<file path="src/rtl/cache_pkg.sv">
// Shared types and width helpers for the cache tag lookup block: floored
// clog2, tag width, the address-field struct and the flush FSM encoding.
package cache_pkg;

  function automatic int clog2_floor(input int n);
    return (n <= 1) ? 1 : $clog2(n);
  endfunction

  // Tag width counts only real (non-zero-width) lower fields.
  function automatic int tag_width(input int addr_bits, input int sets,
                                   input int words, input int bytes);
    return addr_bits - $clog2(sets) - $clog2(words) - $clog2(bytes);
  endfunction

  function automatic bit is_pow2(input int n);
    return (n > 0) && ((n & (n - 1)) == 0);
  endfunction

  class cache_types #(
    parameter int TAG_W  = 25,
    parameter int SET_W  = 3,
    parameter int WORD_W = 2,
    parameter int BYTE_W = 2
  );
    typedef struct packed {
      logic [TAG_W-1:0]  tag;
      logic [SET_W-1:0]  set;
      logic [WORD_W-1:0] word;
      logic [BYTE_W-1:0] byte_off;
    } cache_addr_t;
  endclass

  typedef enum logic {
    ST_READY = 1'b0,
    ST_FLUSH = 1'b1
  } flush_state_e;

endpackage

</file>
<file path="src/rtl/cache_plru_tree.sv">
// Tree pseudo-LRU replacement state for one set (N-1 bits). A set bit
// steers the victim search toward the upper half of that subtree.
module cache_plru_tree
  import cache_pkg::*;
#(
  parameter  int WAY_COUNT = 2,
  localparam int WAY_BITS  = clog2_floor(WAY_COUNT)
) (
  input  logic                clk,
  input  logic                rst_n,
  input  logic                clear_i,
  input  logic                access_valid_i,
  input  logic [WAY_BITS-1:0] access_way_i,
  output logic [WAY_BITS-1:0] victim_o
);

  if (WAY_COUNT == 1) begin : g_single
    logic unused_inputs;
    assign unused_inputs = ^{clk, rst_n, clear_i, access_valid_i, access_way_i};
    assign victim_o = '0;
  end else begin : g_tree
    localparam int LEVELS = $clog2(WAY_COUNT);

    // Heap-ordered nodes: children of node n are 2n and 2n+1.
    logic [WAY_COUNT-1:1] tree_q, tree_d;
    int vic_node, upd_node;

    always_comb begin
      vic_node = 1;
      for (int l = 0; l < LEVELS; l++) begin
        vic_node = 2 * vic_node + int'(tree_q[vic_node]);
      end
      victim_o = WAY_BITS'(vic_node - WAY_COUNT);
    end

    always_comb begin
      tree_d   = tree_q;
      upd_node = 1;
      if (access_valid_i) begin
        for (int l = 0; l < LEVELS; l++) begin
          tree_d[upd_node] = ~access_way_i[LEVELS-1-l];
          upd_node = 2 * upd_node + int'(access_way_i[LEVELS-1-l]);
        end
      end
    end

    // NOTE: sequential state uses non-blocking assignment; the comb blocks
    // above use blocking assignment for their scratch variables.
    always_ff @(posedge clk or negedge rst_n) begin
      if (!rst_n) begin
        tree_q <= '0;
      end else if (clear_i) begin
        tree_q <= '0;
      end else begin
        tree_q <= tree_d;
      end
    end
  end

endmodule

</file>
<file path="src/rtl/cache_tag_lookup.sv">
// N-way set-associative tag store with registered lookup, line fill and a
// sequential flush. Define CACHE_TAG_LOOKUP_PLRU_EN for tree pseudo-LRU.
module cache_tag_lookup
  import cache_pkg::*;
#(
  parameter  int WORD_CAPACITY   = 64,
  parameter  int WORDS_PER_BLOCK = 4,
  parameter  int WAY_COUNT       = 2,
  parameter  int ADDR_BITS       = 32,
  parameter  int WORD_BITS       = 32,
  localparam int BLOCK_COUNT     = WORD_CAPACITY / WORDS_PER_BLOCK,
  localparam int SET_COUNT       = BLOCK_COUNT / WAY_COUNT,
  localparam int BYTES_PER_WORD  = WORD_BITS / 8,
  localparam int SET_BITS        = clog2_floor(SET_COUNT),
  localparam int WORD_IDX_BITS   = clog2_floor(WORDS_PER_BLOCK),
  localparam int BYTE_BITS       = clog2_floor(BYTES_PER_WORD),
  localparam int TAG_BITS        = tag_width(ADDR_BITS, SET_COUNT, WORDS_PER_BLOCK, BYTES_PER_WORD),
  localparam int WAY_BITS        = clog2_floor(WAY_COUNT)
) (
  input  logic                     clk,
  input  logic                     rst_n,
  input  logic                     req_valid,
  output logic                     req_ready,
  input  logic [ADDR_BITS-1:0]     req_addr,
  output logic                     resp_valid,
  output logic                     resp_hit,
  output logic [WAY_BITS-1:0]      resp_way,
  output logic [TAG_BITS-1:0]      resp_tag,
  output logic [SET_BITS-1:0]      resp_set,
  output logic [WORD_IDX_BITS-1:0] resp_word,
  output logic [BYTE_BITS-1:0]     resp_byte,
  output logic                     resp_victim_valid,
  output logic [TAG_BITS-1:0]      resp_victim_tag,
  input  logic                     fill_valid,
  input  logic [ADDR_BITS-1:0]     fill_addr,
  input  logic [WAY_BITS-1:0]      fill_way,
  input  logic                     flush_req,
  output logic                     flush_done
);

  if (!is_pow2(WORD_CAPACITY) || !is_pow2(WORDS_PER_BLOCK) || !is_pow2(WAY_COUNT) ||
      !is_pow2(BYTES_PER_WORD) || (WORD_BITS % 8 != 0) || (WAY_COUNT > BLOCK_COUNT)) begin : g_bad_params
    $error("cache_tag_lookup: counts must be powers of two and WAY_COUNT <= BLOCK_COUNT");
  end

  typedef cache_types #(
    .TAG_W (TAG_BITS),
    .SET_W (SET_BITS),
    .WORD_W(WORD_IDX_BITS),
    .BYTE_W(BYTE_BITS)
  )::cache_addr_t cache_addr_t;

  // Unfloored field widths place each field; a zero-width field masks to 0.
  localparam int WORD_RAW = $clog2(WORDS_PER_BLOCK);
  localparam int BYTE_RAW = $clog2(BYTES_PER_WORD);
  localparam int SET_RAW  = $clog2(SET_COUNT);
  localparam int WORD_LO  = BYTE_RAW;
  localparam int SET_LO   = BYTE_RAW + WORD_RAW;
  localparam int TAG_LO   = SET_LO + SET_RAW;
  localparam logic [ADDR_BITS-1:0] ONE       = ADDR_BITS'(1);
  localparam logic [ADDR_BITS-1:0] SET_MASK  = (ONE << SET_RAW) - ONE;
  localparam logic [ADDR_BITS-1:0] WORD_MASK = (ONE << WORD_RAW) - ONE;
  localparam logic [ADDR_BITS-1:0] BYTE_MASK = (ONE << BYTE_RAW) - ONE;

  function automatic cache_addr_t split_addr(input logic [ADDR_BITS-1:0] a);
    cache_addr_t f;
    f.tag      = TAG_BITS'(a >> TAG_LO);
    f.set      = SET_BITS'((a >> SET_LO) & SET_MASK);
    f.word     = WORD_IDX_BITS'((a >> WORD_LO) & WORD_MASK);
    f.byte_off = BYTE_BITS'(a & BYTE_MASK);
    return f;
  endfunction

  flush_state_e        state_q, state_d;
  logic [SET_BITS-1:0] flush_cnt_q, flush_cnt_d;

  logic [WAY_COUNT-1:0] valid_q [SET_COUNT];
  logic [TAG_BITS-1:0]  tag_q   [SET_COUNT][WAY_COUNT];
  logic [WAY_BITS-1:0]  repl_way_set [SET_COUNT];

  cache_addr_t          req_f, fill_f;
  logic                 req_fire, fill_en, hit;
  logic [WAY_COUNT-1:0] match;
  logic [WAY_BITS-1:0]  hit_way, victim_way, fill_way_eff;

  logic                     resp_valid_q, resp_hit_q, resp_victim_valid_q;
  logic [WAY_BITS-1:0]      resp_way_q;
  logic [TAG_BITS-1:0]      resp_tag_q, resp_victim_tag_q;
  logic [SET_BITS-1:0]      resp_set_q;
  logic [WORD_IDX_BITS-1:0] resp_word_q;
  logic [BYTE_BITS-1:0]     resp_byte_q;

  assign req_f        = split_addr(req_addr);
  assign fill_f       = split_addr(fill_addr);
  assign req_fire     = req_valid && req_ready;
  assign fill_en      = fill_valid && (state_q == ST_READY);
  assign fill_way_eff = (WAY_COUNT == 1) ? '0 : fill_way;

  logic unused_fill_bits;
  assign unused_fill_bits = ^{fill_f.word, fill_f.byte_off};

  always_ff @(posedge clk or negedge rst_n) begin
    if (!rst_n) begin
      state_q     <= ST_READY;
      flush_cnt_q <= '0;
    end else begin
      state_q     <= state_d;
      flush_cnt_q <= flush_cnt_d;
    end
  end

  always_comb begin
    state_d     = state_q;
    flush_cnt_d = flush_cnt_q;
    req_ready   = 1'b0;
    flush_done  = 1'b0;
    case (state_q)
      ST_READY: begin
        req_ready = 1'b1;
        if (flush_req) begin
          state_d     = ST_FLUSH;
          flush_cnt_d = '0;
        end
      end
      ST_FLUSH: begin
        flush_cnt_d = flush_cnt_q + SET_BITS'(1);
        if (flush_cnt_q == SET_BITS'(SET_COUNT - 1)) begin
          flush_done  = 1'b1;
          state_d     = ST_READY;
          flush_cnt_d = '0;
        end
      end
      default: state_d = ST_READY;
    endcase
  end

  // Lookup sees the arrays as they were before the accepting edge.
  always_comb begin
    match   = '0;
    hit_way = '0;
    for (int w = 0; w < WAY_COUNT; w++) begin
      match[w] = valid_q[req_f.set][w] && (tag_q[req_f.set][w] == req_f.tag);
      if (match[w]) hit_way = WAY_BITS'(w);
    end
    hit = |match;
    victim_way = repl_way_set[req_f.set];
    for (int w = WAY_COUNT - 1; w >= 0; w--) begin
      if (!valid_q[req_f.set][w]) victim_way = WAY_BITS'(w);
    end
  end

  // NOTE: the tag store is a flop array, so it is reset like any other state.
  always_ff @(posedge clk or negedge rst_n) begin
    if (!rst_n) begin
      for (int s = 0; s < SET_COUNT; s++) begin
        valid_q[s] <= '0;
        for (int w = 0; w < WAY_COUNT; w++) tag_q[s][w] <= '0;
      end
    end else if (state_q == ST_FLUSH) begin
      valid_q[flush_cnt_q] <= '0;
    end else if (fill_en) begin
      valid_q[fill_f.set][fill_way_eff] <= 1'b1;
      tag_q[fill_f.set][fill_way_eff]   <= fill_f.tag;
    end
  end

`ifdef CACHE_TAG_LOOKUP_PLRU_EN
  for (genvar s = 0; s < SET_COUNT; s++) begin : g_plru
    logic fill_here, hit_here;
    assign fill_here = fill_en && (fill_f.set == SET_BITS'(s));
    assign hit_here  = req_fire && hit && (req_f.set == SET_BITS'(s));

    cache_plru_tree #(.WAY_COUNT(WAY_COUNT)) u_plru (
      .clk           (clk),
      .rst_n         (rst_n),
      .clear_i       ((state_q == ST_FLUSH) && (flush_cnt_q == SET_BITS'(s))),
      .access_valid_i(fill_here || hit_here),
      .access_way_i  (fill_here ? fill_way_eff : hit_way),
      .victim_o      (repl_way_set[s])
    );
  end
`else
  logic [WAY_BITS-1:0] rr_q [SET_COUNT];
  assign repl_way_set = rr_q;

  always_ff @(posedge clk or negedge rst_n) begin
    if (!rst_n) begin
      for (int s = 0; s < SET_COUNT; s++) rr_q[s] <= '0;
    end else if (state_q == ST_FLUSH) begin
      rr_q[flush_cnt_q] <= '0;
    end else if (fill_en && (WAY_COUNT > 1)) begin
      rr_q[fill_f.set] <= rr_q[fill_f.set] + WAY_BITS'(1);
    end
  end
`endif

  always_ff @(posedge clk or negedge rst_n) begin
    if (!rst_n) begin
      resp_valid_q        <= 1'b0;
      resp_hit_q          <= 1'b0;
      resp_way_q          <= '0;
      resp_tag_q          <= '0;
      resp_set_q          <= '0;
      resp_word_q         <= '0;
      resp_byte_q         <= '0;
      resp_victim_valid_q <= 1'b0;
      resp_victim_tag_q   <= '0;
    end else begin
      resp_valid_q <= req_fire;
      if (req_fire) begin
        resp_hit_q          <= hit;
        resp_way_q          <= hit ? hit_way : victim_way;
        resp_tag_q          <= req_f.tag;
        resp_set_q          <= req_f.set;
        resp_word_q         <= req_f.word;
        resp_byte_q         <= req_f.byte_off;
        resp_victim_valid_q <= valid_q[req_f.set][victim_way];
        resp_victim_tag_q   <= tag_q[req_f.set][victim_way];
      end
    end
  end

  assign resp_valid        = resp_valid_q;
  assign resp_hit          = resp_hit_q;
  assign resp_way          = resp_way_q;
  assign resp_tag          = resp_tag_q;
  assign resp_set          = resp_set_q;
  assign resp_word         = resp_word_q;
  assign resp_byte         = resp_byte_q;
  assign resp_victim_valid = resp_victim_valid_q;
  assign resp_victim_tag   = resp_victim_tag_q;

  a_single_hit: assert property (@(posedge clk) disable iff (!rst_n) req_fire |-> $onehot0(match));

endmodule

</file>
<file path="config.mk">
export PLATFORM = sky130hd
export DESIGN_NAME = cache_tag_lookup
export DESIGN_NICKNAME = d
export VERILOG_FILES = /design/src/rtl/cache_pkg.sv /design/src/rtl/cache_plru_tree.sv /design/src/rtl/cache_tag_lookup.sv
export SDC_FILE = /design/constraint.sdc
export NUM_CORES = 1
export LEC_CHECK = 0
export CORE_ASPECT_RATIO = 1.75
export CORE_MARGIN = 5
export CORE_UTILIZATION = 64
export DETAILED_ROUTE_END_ITERATION = 8
export HOLD_SLACK_MARGIN = 0.03
export PLACE_DENSITY = 0.85
export SLEW_MARGIN = 0
export SYNTH_ARGS = -nofsm -noshare
export SYNTH_HDL_FRONTEND = slang
export SYNTH_HIERARCHICAL = 1
export SYNTH_SLANG_ARGS = --single-unit
export TNS_END_PERCENT = 100
</file>
<file path="constraint.sdc">
create_clock -name clk -period 6.5 [get_ports clk]
set_input_delay 0.975 -clock clk [delete_from_list [all_inputs] [get_ports clk]]
set_output_delay 0.975 -clock clk [all_outputs]
set_load 0.02 [all_outputs]
</file>
==> flow_metrics.env, run 1 <==
export IMPL_clockBufferDepth=3
export IMPL_netlist_area_leader_share_pct=54.59
export IMPL_critPathRequiredTime_ps=6920
export IMPL_fp_coreArea_mm2=0.03457
export IMPL_timing_fmax_mhz=255.3
export IMPL_final_layout_size_suffix_gt1_share_pct=34.24
export IMPL_vias=14163
export IMPL_drc=0
export IMPL_ir_worst_vdd_v=0.0003283
export IMPL_finalMaxSlewViolations=0
export IMPL_clockRootBuffer="clkbuf_16"
export IMPL_place_congestion=0.8542
export IMPL_cp_start_kind="input port"
export IMPL_synth_area_mm2=0.02241
export IMPL_power_per_cell_area_mw_per_mm2=405.4
export IMPL_dp_cells=2118
export IMPL_setup_violations=0
export IMPL_cts_buffers=43
export IMPL_die_height_um=257.6
export IMPL_synth_warnings=6
export IMPL_rrSetupSlack_ps=3010
export IMPL_timing_clock_skew_ps=24.51
export IMPL_grt_pass1_wl_um=90900
export IMPL_r2r_start="state_q$_DFF_PN0_"
export IMPL_num_rows=90
export IMPL_synth_common_cells="dfrtp_1 (489), mux2_2 (413), nand2_1 (158)"
export IMPL_synth_async_reset_ratio_pct=100.0
export IMPL_synth_edff_count=0
export IMPL_dieWidth_um=151.5
export IMPL_drt_iter0_markers=1128
export IMPL_ys_seq_area_share_pct=54.59
export IMPL_yosysUniqueCellTypes=46
export IMPL_clkTransAtPathRegs_ps=70
export IMPL_hold_class="input port to async pin"
export IMPL_yosysMostFrequentCell="dfrtp_1"
export IMPL_tightestPinTransition_ps=1280
export IMPL_post_cts_resized=0
export IMPL_arrival_ps=4340
export IMPL_clock_latency_ps=560
export IMPL_hold_slack_ps=476.4
export IMPL_ys_ff_latch=489
export IMPL_via_per_inst=6.441
export IMPL_outcome="finished, final reports clean"
export IMPL_start_util_pct=64.84
export IMPL_cp_end_kind="flop"
export IMPL_worstSetupStartpoint="fill_addr[5]"
export IMPL_reg2reg_depth=3
export IMPL_grt_max_degree=158
export IMPL_crit_type="input port to flop"
export IMPL_path_max_fanout=26
export IMPL_post_route_period_util_pct=60.26
export IMPL_dp_hpwl_um=37050
export IMPL_synth_top_cells_by_area="dfrtp_1 (55%), mux2_2 (21%), mux4_2 (5.8%)"
export IMPL_fin_cells=2199
export IMPL_min_period_ps=3917
export IMPL_netlist_instances=1618
export IMPL_p_leak_nw=12.16
export IMPL_drv_cap=0
export IMPL_cts_hold_buf=0
export IMPL_synth_main_ff_cell="dfrtp_1"
export IMPL_cts_sinks=489
export IMPL_htreeDepth=2
export IMPL_pin_count=133
export IMPL_reg2reg_to="tag_q[172]$_DFFE_PN0P_"
export IMPL_grt_overflow=0
export IMPL_nets=1775
export IMPL_die_area_mm2=0.03901
export IMPL_grt_pass1_vias=15278
export IMPL_hold_viol=0
export IMPL_grtUsageTotal_pct=31.06
export IMPL_drt_antenna_violating_nets=0
export IMPL_cts_tree="built"
export IMPL_fillerInstances=2158
export IMPL_rsz0062_at_grt="no"
export IMPL_firstDrtPassIters=5
export IMPL_wl_um=58900
export IMPL_postCtsSetupBuffers=0
export IMPL_slew_headroom_pct=14.49
export IMPL_tns_ps=0
export IMPL_portBuffers=128
export IMPL_yosys_area_top_type="dfrtp_1"
export IMPL_syn_num_nets=1690
export IMPL_synth_avg_cell_area_um2=13.85
export IMPL_post_drt_wl_per_cell_um=26.78
export IMPL_syn2layout_area_growth_pct=13.73
export IMPL_antenna_found_initial=5
[where the power goes]
group	leakage [nW]	switching, mW	internal (mW)
Sequential	6.56	0.606	4.13
Combinational	4.87	1.37	1.55
Clock	0.726	1.12	1.55
[stage by stage]
| step | utilization (%) | setup slack, ps | cell area, um2 | power (mW) |
|---|---|---|---|---|
| after global routing | 73.74 | 2442 | 25490 | 10.82 |
| final | 73.74 | 2583 | 25490 | 10.33 |
| after global placement | 69.45 | 2141 | 24010 | 7.414 |
| after detailed placement | 69.45 | 2026 | 24010 | 7.650 |
| after CTS | 73.71 | 2598 | 25480 | 10.35 |
| after floorplan | - | 3519 | 22410 | 6.564 |
[cell type report]
cell class              instances  area [um2]  share of cell area (%)
diodes                          4       10.01                 0.03927
clock buffers                  66        1315                   5.159
clock inverters                11       157.7                  0.6184
inverters                       6       22.52                 0.08835
multi-input cells            1007        9672                   37.94
flip-flops and latches        489       12240                   48.00
well taps                     460       575.6                   2.258
repair buffers                156        1503                   5.895
[critical path, cell delays in order]
cell             delay, ps
clkdlybuf4s50_1        500
nor3b_1                950
nand3_2               1210
mux2_2                 670
[sequential cells by signal (all words and copies together) (netlist names), 2 cells and up]
name / flops
repl_way_set: 8
resp_set: 3
resp_tag: 25
resp_byte: 2
resp_word: 2
flush_cnt_q: 3
resp_victim_tag: 25
tag_q: 400
valid_q: 16
[layer usage]
| metal | global-route usage, % | part of all wire, % | vias up |
|---|---|---|---|
| li1 | - | - | 6000 |
| met1 | 38.96 | 37 | 7333 |
| met2 | 51.58 | 51 | 643 |
| met3 | 4.456 | 6.5 | 187 |
| met4 | 17.32 | 6.1 | 0 |
| met5 | 0 | 0 | - |
[cell usage in the layout (no fill, tap or decap), types with 10 or more instances in the layout]
master and count:
mux2i_1 91, mux2_2 413, xor2_1 11, a22oi_1 21, mux4_1 13, mux4_2 58
nor2_1 38, a21oi_1 18, nand2_1 157, clkdlybuf4s50_1 124, dfrtp_1 489, buf_4 28
a221oi_1 15, clkbuf_16 45, clkbuf_1 10, xnor2_1 39, o21ai_0 51, clkbuf_8 11
[kinds of logic after synthesis]
| family | after synthesis | synth area share [%] |
|---|---|---|
| flops | 489 | 54.59 |
| compound gates | 128 | 3.589 |
| buf+inv | 122 | 2.663 |
| mux | 577 | 32.37 |
| fa+ha+maj | 2 | 0.1116 |
| xor+xnor | 50 | 1.954 |
| simple gates | 250 | 4.723 |
[how the worst max path moves through the flow]
stage                                                  to  slack (ps)  depth (start not counted)
after floorplan                      resp_way$_DFFE_PN0P_        3520                         10
after global placement               resp_way$_DFFE_PN0P_        2140                          9
after detailed placement  resp_victim_tag[16]$_DFFE_PN0P_        2030                          7
after CTS                 resp_victim_tag[16]$_DFFE_PN0P_        2600                          7
after global routing               tag_q[172]$_DFFE_PN0P_        2440                          4
final                              tag_q[172]$_DFFE_PN0P_        2580                          4
Power figures use the tool's default switching activity.
==> run 2, diff against run 1 <==
--- a/config.mk
+++ b/config.mk
@@ -7,10 +7,10 @@
 export LEC_CHECK = 0
 export CORE_ASPECT_RATIO = 1.75
 export CORE_MARGIN = 5
-export CORE_UTILIZATION = 64
+export CORE_UTILIZATION = 60
 export DETAILED_ROUTE_END_ITERATION = 8
 export HOLD_SLACK_MARGIN = 0.03
-export PLACE_DENSITY = 0.85
+export PLACE_DENSITY = 0.8
 export SLEW_MARGIN = 0
 export SYNTH_ARGS = -nofsm -noshare
 export SYNTH_HDL_FRONTEND = slang
==> constraint.sdc (replaced) <==
create_clock -name clk -period 3.8 [get_ports clk]
set_input_delay 0.57 -clock clk [delete_from_list [all_inputs] [get_ports clk]]
set_output_delay 0.57 -clock clk [all_outputs]
set_load 0.02 [all_outputs]
==> flow_metrics.env, run 2 (synthesized netlist as in run 1, its figures left out) <==
export IMPL_largest_reg_flops=400
export IMPL_via_per_inst=6.331
export IMPL_drc=0
export IMPL_fillerInstances=2461
export IMPL_grtUsageTotal_pct=28.96
export IMPL_tightestPinTransition_ps=1262
export IMPL_dr_max_layer_used="met4"
export IMPL_htreeDepth=2
export IMPL_outcome="finished, final reports clean"
export IMPL_power_total_mw=17.54
export IMPL_die_area_mm2=0.04147
export IMPL_antenna_found_initial=5
export IMPL_dr_wl_met3_um=2943
export IMPL_power_frac_seq_pct=46.0
export IMPL_p_int_mw=12.30
export IMPL_min_period_ps=3115
export IMPL_clockRootBuffer="clkbuf_16"
export IMPL_final_util_pct=70.17
export IMPL_start_util_pct=60.76
export IMPL_place_congestion=0.8314
export IMPL_clockBufferDepth=3
export IMPL_cp_end_kind="flop"
export IMPL_final_cell_mix="dfrtp_1 (489), mux2_2 (413), nand2_1 (157)"
export IMPL_grt_max_degree=107
export IMPL_multi_input_area_mm2=0.009667
export IMPL_path_max_fanout=16
export IMPL_cts_tree="built"
export IMPL_critPathRequiredTime_ps=4240
export IMPL_cts_hold_buf=0
export IMPL_dp_hpwl_um=37930
export IMPL_slew_headroom_pct=15.78
export IMPL_rrSetupSlack_ps=1120
export IMPL_hold_viol=0
export IMPL_drt_met1_wl_um=22900
export IMPL_r2r_start="tag_q[143]$_DFFE_PN0P_"
export IMPL_rsz0062_at_grt="no"
export IMPL_worst_slack_ps=684.8
export IMPL_firstDrtPassIters=5
export IMPL_finalMaxSlewViolations=0
export IMPL_portBuffers=128
export IMPL_crit_type="input port to flop"
export IMPL_die_height_um=265.7
export IMPL_postCtsSetupBuffers=0
export IMPL_final_layout_size_suffix_gt1_share_pct=35.61
export IMPL_sw_frac_of_total_pct=29.86
export IMPL_drt_iter0_markers=976
export IMPL_power_per_cell_area_mw_per_mm2=677.7
export IMPL_syn2layout_area_growth_pct=15.47
export IMPL_place_ws_ps=245.1
export IMPL_cts_sinks=489
export IMPL_post_cts_resized=0
export IMPL_nets=1815
export IMPL_final_common_cell="dfrtp_1"
export IMPL_post_drt_wl_per_cell_um=26.37
export IMPL_regArea_mm2=0.01224
export IMPL_cp_start_kind="input port"
export IMPL_grt_pass1_wl_um=91270
export IMPL_hold_class="input port to async pin"
export IMPL_post_route_period_util_pct=81.98
export IMPL_arrival_ps=3550
export IMPL_combPwrFrac_pct=28.8
export IMPL_ir_worst_vdd_v=0.0004847
export IMPL_vias=14258
export IMPL_clkTransAtPathRegs_ps=60
export IMPL_clock_latency_ps=550
export IMPL_wl_um=59380
export IMPL_num_rows=93
export IMPL_clockPowerShare_pct=25.2
export IMPL_setup_violations=0
export IMPL_grt_pass1_vias=15086
export IMPL_drt_antenna_violating_nets=0
export IMPL_pin_count=133
export IMPL_switchingPower_mw=5.238
export IMPL_cts_buffers=44
export IMPL_timing_clock_skew_ps=11.97
export IMPL_reg2reg_to="resp_way$_DFFE_PN0P_"
export IMPL_p_leak_nw=12.36
export IMPL_tns_ps=0
export IMPL_grt_overflow=0
export IMPL_met2RoutedLength_um=30870
export IMPL_regMostFlops="tag_q"
export IMPL_fp_coreArea_mm2=0.03689
export IMPL_reg2reg_depth=7
export IMPL_drv_cap=0
export IMPL_timing_fmax_mhz=321.0
export IMPL_dieWidth_um=156.1
==> run 2: cell count changes in the layout (fill, tap and decap cells not counted) <==
cell	change
diode_2	+1
buf_12	+11
nor2_4	-1
clkinv_4	+1
nor2_2	+1
buf_4	+28
bufinv_16	-2
clkinv_2	-1
==> run 2: cell type report <==
class	count	share of cell area, %
Clock inverter	9	0.3916
Timing Repair Buffer	195	7.469
Tap cell	475	2.296
Sequential cell	489	47.28
Inverter	6	0.08702
Multi-Input combinational cell	1007	37.35
Antenna cell	5	0.04834
Clock buffer	66	5.081
==> run 2: power groups by stage <==
| stage | clock network (mW) | registers (mW) | logic [mW] |
|---|---|---|---|
| 2_1_floorplan | 0 | 8.12 | 3.11 |
| 3_3_place_gp | 0 | 7.95 | 4.85 |
| 3_5_place_dp | 0 | 8.11 | 5.04 |
| 4_1_cts | 4.47 | 8.03 | 5.08 |
| 5_1_grt | 4.68 | 8.26 | 5.46 |
| 6_report | 4.43 | 8.07 | 5.05 |
==> run 2: worst max path at each step <==
stage | start | to | slack [ps] | depth (start not counted)
floorplan | req_addr[5] | resp_way$_DFFE_PN0P_ | 1220 | 10
global placement | req_addr[4] | resp_way$_DFFE_PN0P_ | 200 | 9
detailed placement | req_addr[4] | resp_way$_DFFE_PN0P_ | 250 | 9
CTS | req_addr[4] | resp_way$_DFFE_PN0P_ | 800 | 9
global route | req_addr[4] | resp_way$_DFFE_PN0P_ | 690 | 9
finish | req_addr[4] | resp_way$_DFFE_PN0P_ | 680 | 9
==> run 2: through the flow <==
stage | hold WS (ps) | area [um2] | cells
6_report | 61.17 | 25880 | 2252
5_1_grt | 126.0 | 25880 | 2252
3_5_place_dp | 461.6 | 24450 | 2172
2_1_floorplan | 274.4 | 22410 | 1618
4_1_cts | 89.41 | 25870 | 2247
3_3_place_gp | 451.5 | 24450 | 2172
==> run 2: metal layers <==
metal | vias up | track usage, %
met5 | - | 0
met3 | 136 | 3.386
met2 | 494 | 49.66
met4 | 0 | 12.70
li1 | 6081 | -
met1 | 7547 | 37.23
==> run 2: critical path, stage by stage <==
cell	delay, ps
buf_4	180
nor2_2	980
a22oi_1	210
o21ai_0	260
xnor2_1	180
nor4_1	580
nand3_1	190
o31ai_1	280
a21oi_1	100
==> run 3, diff against run 2 <==
==> constraint.sdc (replaced) <==
create_clock -name clk -period 3.12 [get_ports clk]
set_input_delay 0.468 -clock clk [delete_from_list [all_inputs] [get_ports clk]]
set_output_delay 0.468 -clock clk [all_outputs]
set_load 0.02 [all_outputs]
==> flow_metrics.env, run 3 (synthesized netlist as in run 1, its figures left out) <==
export IMPL_outcome="finished, final reports clean"
export IMPL_cts_sinks=489
export IMPL_critPathRequiredTime_ps=2650
export IMPL_slew_headroom_pct=53.51
export IMPL_final_common_cell="dfrtp_1"
export IMPL_cts_hold_buf=1
export IMPL_dieWidth_um=156.1
export IMPL_ir_worst_vdd_v=0.0006875
export IMPL_drv_cap=0
export IMPL_cts_tree="built"
export IMPL_multi_input_area_mm2=0.009667
export IMPL_drc=0
export IMPL_start_util_pct=60.76
export IMPL_grtUsageTotal_pct=28.75
export IMPL_post_route_period_util_pct=85.29
export IMPL_wl_um=58710
export IMPL_num_rows=93
export IMPL_largest_reg_flops=400
export IMPL_crit_type="flop to primary output"
export IMPL_worstSetupStartpoint="flush_cnt_q[0]$_DFFE_PN0P_"
export IMPL_setup_violations=0
export IMPL_nets=1842
export IMPL_cp_slowest_cell="clkdlybuf4s50_1"
export IMPL_dr_wl_met3_um=3116
export IMPL_tns_ps=0
export IMPL_post_drt_wl_per_cell_um=25.72
export IMPL_grt_pass1_wl_um=91090
export IMPL_clockRootBuffer="clkbuf_16"
export IMPL_postCtsSetupBuffers=0
export IMPL_crit_chain="ha_1 -> ha_1 -> and2_1 -> clkdlybuf4s50_1"
export IMPL_antenna_found_initial=5
export IMPL_grt_max_degree=88
export IMPL_die_area_mm2=0.04147
export IMPL_syn2layout_area_growth_pct=17.48
export IMPL_reg2reg_to="tag_q[272]$_DFFE_PN0P_"
export IMPL_power_per_cell_area_mw_per_mm2=821.1
export IMPL_p_leak_nw=12.58
export IMPL_fillerInstances=2378
export IMPL_tightestPinTransition_ps=690.1
export IMPL_final_layout_size_suffix_gt1_share_pct=36.55
export IMPL_portBuffers=128
export IMPL_grt_overflow=0
export IMPL_regMostFlops="tag_q"
export IMPL_clockBufferDepth=3
export IMPL_drt_iter0_markers=1169
export IMPL_clkTransAtPathRegs_ps=70
export IMPL_final_util_pct=71.39
export IMPL_drt_antenna_violating_nets=0
export IMPL_pin_count=133
export IMPL_place_congestion=0.8802
export IMPL_dp_hpwl_um=37510
export IMPL_firstDrtPassIters=4
export IMPL_crit_path_frequent_cell="ha_1"
export IMPL_reg2reg_depth=6
export IMPL_clock_latency_ps=550
export IMPL_cp_start_kind="flop"
export IMPL_hold_class="input port to flop"
export IMPL_grt_pass1_vias=15183
export IMPL_via_per_inst=6.276
export IMPL_hold_viol=0
export IMPL_final_cell_mix="dfrtp_1 (489), mux2_2 (413), nand2_1 (157)"
export IMPL_cp_slowest_stage_delay_ps=600
export IMPL_fp_coreArea_mm2=0.03689
export IMPL_cp_end_kind="primary output"
export IMPL_crit_end="flush_done"
export IMPL_met2RoutedLength_um=30470
export IMPL_drt_met1_wl_um=22450
export IMPL_rrSetupSlack_ps=580
export IMPL_dp_cells=2200
export IMPL_path_max_fanout=9
export IMPL_vias=14329
export IMPL_fin_cells=2283
export IMPL_regArea_mm2=0.01224
export IMPL_post_cts_resized=0
export IMPL_timing_clock_skew_ps=9.721
export IMPL_htreeDepth=2
export IMPL_die_height_um=265.7
export IMPL_dr_max_layer_used="met4"
export IMPL_arrival_ps=2190
export IMPL_timing_fmax_mhz=375.8
export IMPL_rsz0062_at_grt="no"
export IMPL_place_ws_ps=101.2
export IMPL_r2r_start="state_q$_DFF_PN0_"
export IMPL_min_period_ps=2661
export IMPL_finalMaxSlewViolations=0
export IMPL_cts_buffers=42
export IMPL_worst_slack_ps=458.9
[run 3: cell count changes in the layout (fill, tap and decap cells not counted), sizes merged]
cell / delta
inv: +1
bufinv: +2
clkinv: -1
buf: +28
dlygate4sd3: +1
[run 3: cell type report]
cell class / count / share of cell area, %
Antenna cell: 5 / 0.04751
Clock buffer: 66 / 4.918
Clock inverter: 11 / 0.6224
Inverter: 6 / 0.08553
Multi-Input combinational cell: 1007 / 36.71
Sequential cell: 489 / 46.47
Tap cell: 475 / 2.257
Timing Repair Buffer: 224 / 8.890
[run 3: worst min-delay path by stage]
| stage | slack (ps) | end | start | cells past startpoint |
|---|---|---|---|---|
| after floorplan | 170 | flush_cnt_q[0]$_DFFE_PN0P_ | rst_n | 0 |
| after global placement | 450 | valid_q[8]$_DFFE_PN0P_ | valid_q[8]$_DFFE_PN0P_ | 1 |
| after detailed placement | 460 | valid_q[2]$_DFFE_PN0P_ | valid_q[2]$_DFFE_PN0P_ | 1 |
| after CTS | 440 | resp_byte[0]$_DFFE_PN0P_ | req_addr[0] | 3 |
| after global routing | 460 | resp_byte[1]$_DFFE_PN0P_ | req_addr[1] | 3 |
| final | 450 | resp_byte[0]$_DFFE_PN0P_ | req_addr[0] | 3 |
[run 3: metrics by stage]
step / total power, mW / hold WS [ps] / area [um2]
floorplan: 13.68 / 172.4 / 22410
global placement: 15.71 / 453.6 / 24850
detailed placement: 16.14 / 462.0 / 24850
CTS: 21.70 / 435.3 / 26320
global route: 22.70 / 459.1 / 26330
finish: 21.62 / 449.2 / 26330
[run 3: where the power goes]
group	internal, mW	switching, mW
clock	3.20	2.32
sequential	8.60	1.24
combinational	3.42	2.84
[run 3: critical path, delay by kind of cell, from the launching register on]
kind	cells	cell delay (ps)
AND/OR/NAND/NOR	1	140
buffers and inverters	1	600
flip-flops	1	510
adder cells (fa/ha/maj)	2	400
[run 3: layer usage]
metal | vias to the layer above | GRT usage [%]
met5 | - | 0
met2 | 491 | 49.14
li1 | 6143 | -
met4 | 0 | 12.68
met1 | 7552 | 36.23
met3 | 143 | 4.558
